### src/rtl/out_port_buffer.sv
// out_port_buffer: show-ahead output-port FIFO with sticky overflow between core OUT path and a listener
module out_port_buffer #(
  parameter int DATA_W = 16,
  parameter int DEPTH  = 8,
  parameter int ADDR_W = 3
) (
  input  logic              clk,
  input  logic              reset,
  input  logic [DATA_W-1:0] in_data,
  input  logic              in_en,
  output logic [DATA_W-1:0] out_data,
  output logic              out_valid,
  input  logic              out_ready,
  output logic [ADDR_W:0]   level,
  output logic              full,
  output logic              empty,
  output logic              overflow,
  input  logic              overflow_clr
);
  logic [DATA_W-1:0] mem [DEPTH];
  logic [ADDR_W-1:0] wr_ptr, rd_ptr;
  logic              push, pop, drop;

  // status and handshake derived purely from registered state
  always_comb begin
    empty     = level == '0;
    full      = level == (ADDR_W+1)'(DEPTH);
    out_valid = ~empty;
    out_data  = empty ? '0 : mem[rd_ptr];
    pop       = out_valid & out_ready;
    push      = in_en & (~full | pop);
    drop      = in_en & full & ~pop;
  end

  // storage array carries no reset; only pointers/level qualify its contents
  always_ff @(posedge clk)
    if (push) mem[wr_ptr] <= in_data;

  // pointers, occupancy and sticky overflow; a drop beats a concurrent clear
  always_ff @(posedge clk or negedge reset)
    if (!reset) begin
      wr_ptr   <= '0;
      rd_ptr   <= '0;
      level    <= '0;
      overflow <= 1'b0;
    end else begin
      if (push) wr_ptr <= wr_ptr + 1'b1;
      if (pop) rd_ptr <= rd_ptr + 1'b1;
      if (push & ~pop) level <= level + 1'b1;
      else if (pop & ~push) level <= level - 1'b1;
      if (drop) overflow <= 1'b1;
      else if (overflow_clr) overflow <= 1'b0;
    end
endmodule
### config.mk
export PLATFORM = sky130hd
export DESIGN_NAME = out_port_buffer
export DESIGN_NICKNAME = d
export VERILOG_FILES = /design/src/rtl/out_port_buffer.sv
export SDC_FILE = /design/constraint.sdc
export NUM_CORES = 1
export LEC_CHECK = 0
export ABC_AREA = 1
export CAP_MARGIN = 5
export CORE_ASPECT_RATIO = 1.75
export CORE_MARGIN = 2
export CORE_UTILIZATION = 45
export DETAILED_ROUTE_END_ITERATION = 7
export HOLD_SLACK_MARGIN = 0.1
export MAX_ROUTING_LAYER = met4
export PLACE_DENSITY = 0.73
export SYNTH_ARGS = -nofsm -noshare
export SYNTH_HDL_FRONTEND = slang
export SYNTH_SLANG_ARGS = --single-unit
### constraint.sdc
create_clock -name clk -period 5.6 [get_ports clk]
set_input_delay 0.84 -clock clk [delete_from_list [all_inputs] [get_ports clk]]
set_output_delay 0.84 -clock clk [all_outputs]
set_load 0.01 [all_outputs]
Yosys cells after proc, flatten, opt, wreduce, memory -nomap -nowiden
Memory sizes are Yosys's and may differ from the RTL's.
Index checks and enable logic that the tools add are counted.
{ "classes": {"n_bitwise": 11, "n_reduce_logical": 3, "muxes": 7, "n_addsub": 4, "eq_ne": 1} }
{ "ops": {"columns": ["operator", "count"], "rows": [
  ["2-to-1 mux 16 bit", 1],
  ["2-to-1 mux 4 bit", 2],
  ["adder 3 x 1 -> 3 bit (second input constant)", 2],
  ["AND 1 bit", 6],
  ["adder 4 x 1 -> 4 bit (second input constant)", 1],
  ["== test 4 bit (second input constant)", 1],
  ["zero test 4 bit", 1],
  ["2-to-1 mux 1 bit", 4],
  ["NOT 1 bit", 4],
  ["nonzero test 2 bit", 2],
  ["subtractor 4 x 1 -> 4 bit (second input constant)", 1],
  ["OR 1 bit", 1]
]} }
{ "totals": {"register_bits": 11, "out_inout_bits": 24, "inputBits": 21, "mem_count": 1, "mem_bits_rw": 128, "wordCells": 31} }
{ "mem_list": {"columns": ["name", "words", "word_bits", "rd", "rd_clocked_by_memory_dff", "wr", "line_no", "text"], "rows": [
  ["mem", 8, 16, 1, 0, 1, "20", "logic [DATA_W-1:0] mem [DEPTH];"]
]} }

Longest topological paths before layout
{ "depth": {"depth_word": 9, "ltp_mapped": 13, "ltp_nobuf": 13} }

Worst setup path after synthesis
No wires, ideal clock.
{ "synth_path": {"path_type": "input port to flip-flop", "start": "input out_ready", "end": "memory mem[4][0] (enable)", "setup_slack_ns": 2.874, "setup_ns": 0.409, "t_arrival_ns": 2.316, "required_time_ns": 5.191, "n_path_buf": 1, "cell_stages": 5, "cell_sequence": "inv_1 nand4_1 nand2_1 buf_4 nor3_1"} }
{ "synth_via": {"elab_chain_len": 5} }
{ "synth_rtl": {"columns": ["item", "line_no", "text"], "rows": [
  ["start, declared", "13", "input logic out_ready,"],
  ["AND 1 bit", "30", "pop = out_valid & out_ready;"],
  ["OR 1 bit", "31", "push = in_en & (~full | pop);"],
  ["AND 1 bit", "31", null],
  ["2-to-1 mux 1 bit", "37", "if (push) mem[wr_ptr] <= in_data;"],
  ["2-to-1 mux 1 bit (not written as such)", "37", null],
  ["end, declared", "20", null]
]} }
No other way between the ends.

Worst setup path after layout
{ "layout_path": {"start": "register rd_ptr[0]", "end": "output out_data[12]"} }
{ "layout_via": {"elab_chain_len": 2} }
{ "layout_rtl": {"columns": ["item", "line_no", "text"], "rows": [
  ["start, declared", "21", "logic [ADDR_W-1:0] wr_ptr, rd_ptr;"],
  ["start signal, assigned", "48", "if (pop) rd_ptr <= rd_ptr + 1'b1;"],
  ["memory (8 x 16 bit)", null, null],
  ["2-to-1 mux 16 bit", "29", "out_data = empty ? '0 : mem[rd_ptr];"],
  ["end, declared", "11", "output logic [DATA_W-1:0] out_data,"]
]} }
No other way between the ends.

==> flow_summary.json <==
{
  "report.final.slew_viol_count": 0,
  "numPortBuffers": 44,
  "grt_max_degree": 67,
  "synthTopCellsByArea": "edfxtp_1, nand2_1, inv_1",
  "start_util_pct": 45.8,
  "critical_path_arrival_ns": 3.80,
  "synth_top_area_cell": "edfxtp_1",
  "dp.final_hpwl_um": 8040,
  "synthSimpleGateAreaFrac_pct": 20.9,
  "cts_resized": 0,
  "clock_latency_ns": 0.41,
  "power_density_nw_per_um2": 538,
  "p_comb_share_pct": 35.7,
  "yosys.area_share.xor_xnor_pct": 0.833,
  "design.portCount": 45,
  "rsz0062_at_grt": "false",
  "fin_ws_ns": 0.964,
  "slew_headroom_pct": 15.7,
  "hp-class": "flip-flop to flip-flop",
  "worstHoldEndpoint": "overflow",
  "netlist_instances": 642,
  "die_h_um": 161,
  "min_path_cells": 2,
  "preCtsSetupSlack_ns": 1.49,
  "setup_viol": 0,
  "path_buf_inv": 2,
  "critPathCaptureType": "output pin",
  "yosysSeqAreaShare_pct": 65.3,
  "drt_iter0_markers": 246,
  "skew_ns": 0.00629,
  "drive_above_1_share_pct": 7.85,
  "grt_overflow": 0,
  "postRouteAntennaNets": 0,
  "synth_top_family_by_area": "simple AND/OR/NAND/NOR gates",
  "pwr-share-seq_pct": 35.5,
  "drv_cap": 0,
  "clkTransAtPathRegs_ns": 0.06,
  "cp_cell_sequence": "inv_2 -> nand2_1 -> nand3_1 -> nand3_1 -> nand2_1 -> nor2_1 -> clkdlybuf4s50_1",
  "cp_data_required_time_ns": 4.76,
  "rr_startpoint": "rd_ptr[0]",
  "num-nets-final": 715,
  "swShare_pct": 35.1,
  "fin_cells": 878,
  "vias": 4361,
  "wl_per_cell_um": 15.4,
  "hp-start": "overflow",
  "syn_nets": 669,
  "rows": 57,
  "syn_area_per_cell_sq_um": 9.83,
  "intPower_mw": 2.64,
  "area_growth_pct": 19.8,
  "status": "finished, final reports clean",
  "clock_power_share_pct": 28.8,
  "synth_warnings": 0,
  "layout_common_cells": "nand2_1, inv_1, edfxtp_1",
  "tightest_slew_ns": 1.26,
  "synth_seq_cells": 139,
  "crit_family": "buffers and inverters",
  "cpPeakStageDelay_ns": 1.20,
  "reg2reg_depth": 2,
  "antenna_found_initial": 0,
  "leakage_nw": 3.40,
  "clk_path_buf_depth": 2,
  "startpoint_type": "flip-flop",
  "synthAdderAreaFrac_pct": 1.31,
  "fin_crit_sh_pct": 82.8,
  "r2r_slack_ns": 3.02,
  "cts_sinks": 139,
  "cts.htree.levels": 4,
  "vias_per_cell": 4.97,
  "final_util_pct": 54.9,
  "antenna_cells": 0,
  "synthMuxAreaShare_pct": 0,
  "die-area_sq_um": 15000,
  "first_pass_iters": 5,
  "grt_pass1_wl_um": 21500,
  "crit_cells": 7,
  "final_common_cell": "nand2_1",
  "setup_tns_ns": 0,
  "synth-compound-area-share_pct": 0.555,
  "netlist_area_sq_um": 6310,
  "finalHoldViolations": 0,
  "max_freq_ghz": 0.216,
  "yosysTopAreaCellShare_pct": 60.9,
  "vdd_ir_drop_max_mv": 0.341,
  "synth.distinct_cells": 23,
  "min_period_ns": 4.64,
  "cts_setup_buffers": 0,
  "dp.cells": 846,
  "gp_congestion": 0.748,
  "drc_errors": 0,
  "chipWidth_um": 93.5,
  "grt_usage_pct": 19.5,
  "cts_tree": "done",
  "wirelength_um": 13500,
  "grt_pass1_vias": 4532,
  "core_sq_um": 13800,
  "p_total_mw": 4.07,
  "power_switching_mw": 1.43,
  "cts-root-buf": "clkbuf_16",
  "reg2reg_to": "rd_ptr[0]",
  "numCtsBuffers": 17,
  "cts_hold_buffers": 0,
  "crit_type": "flip-flop to output pin",
  "path_max_fanout": 66,
  "crit_path_top_delay_cell": "dfrtp_2"
}
## stage by stage
stage,hold slack (ns),instance area [sq um]
finish,0.545,7560
global placement,0.510,6920
detailed placement,0.533,6920
CTS,0.554,7560
floorplan,0.515,6310
global route,0.576,7560
## worst reg2reg max path: stages, from the launching register on
cell,delay (ns)
dfrtp_2,1.20
inv_2,0.83
xor2_1,0.38
## synth_stat cells (all sizes together)
cell type	instances
nand2	185
inv	143
edfxtp	128
nand3	85
nor2	35
buf	26
dfrtp	11
nor3	8
ha	5
o21ai	5
xnor2	5
a21oi	2
clkbuf	1
fa	1
nand4	1
xor2	1
## cell families after synthesis
group | after synthesis
buffers and inverters | 170
xor gates and xnor gates | 6
DFF | 139
and+or+nand+nor | 314
adders and majority gates | 6
AOI/OAI and AO/OA | 7
## sequential cells by signal, summed over array words and instances, names as in the netlist
name and flops:
mem 128, level 4, rd_ptr 3, wr_ptr 3
overflow 1
## how the worst max path moves through the flow
stage	startpoint	endpoint	slack, ns
6_report	rd_ptr[0]	out_data[12]	0.96
3_5_place_dp	rd_ptr[0]	out_data[12]	1.49
3_3_place_gp	rd_ptr[0]	out_data[12]	1.66
5_1_grt	rd_ptr[0]	out_data[12]	0.68
4_1_cts	rd_ptr[0]	out_data[12]	1.04
2_1_floorplan	out_ready	mem[4][0]	2.87
## cell type report
| type | instances | area, sq um |
|---|---|---|
| multi-input combinational | 333 | 1530 |
| fill | 1122 | 6200 |
| timing repair buffer | 54 | 515 |
| sequential | 139 | 4120 |
| tap | 177 | 221 |
| inverter | 143 | 537 |
| clock inverter | 15 | 210 |
| clock buffer | 17 | 425 |
## metal layers
layer	global-route usage [%]	wire, um	share of wire, %
met5	-	0	0
met4	9.63	393	2.9
met3	4.74	738	5.5
met2	34.6	7610	56
met1	19.6	4790	35
## power groups by stage
stage / Sequential (mW) / Combinational [mW] / Clock (mW)
floorplan: 1.38 / 0.977 / 0
global placement: 1.45 / 1.39 / 0
detailed placement: 1.46 / 1.45 / 0
CTS: 1.44 / 1.46 / 1.19
global route: 1.46 / 1.61 / 1.23
finish: 1.45 / 1.45 / 1.17
Power figures use the tool's default switching activity.
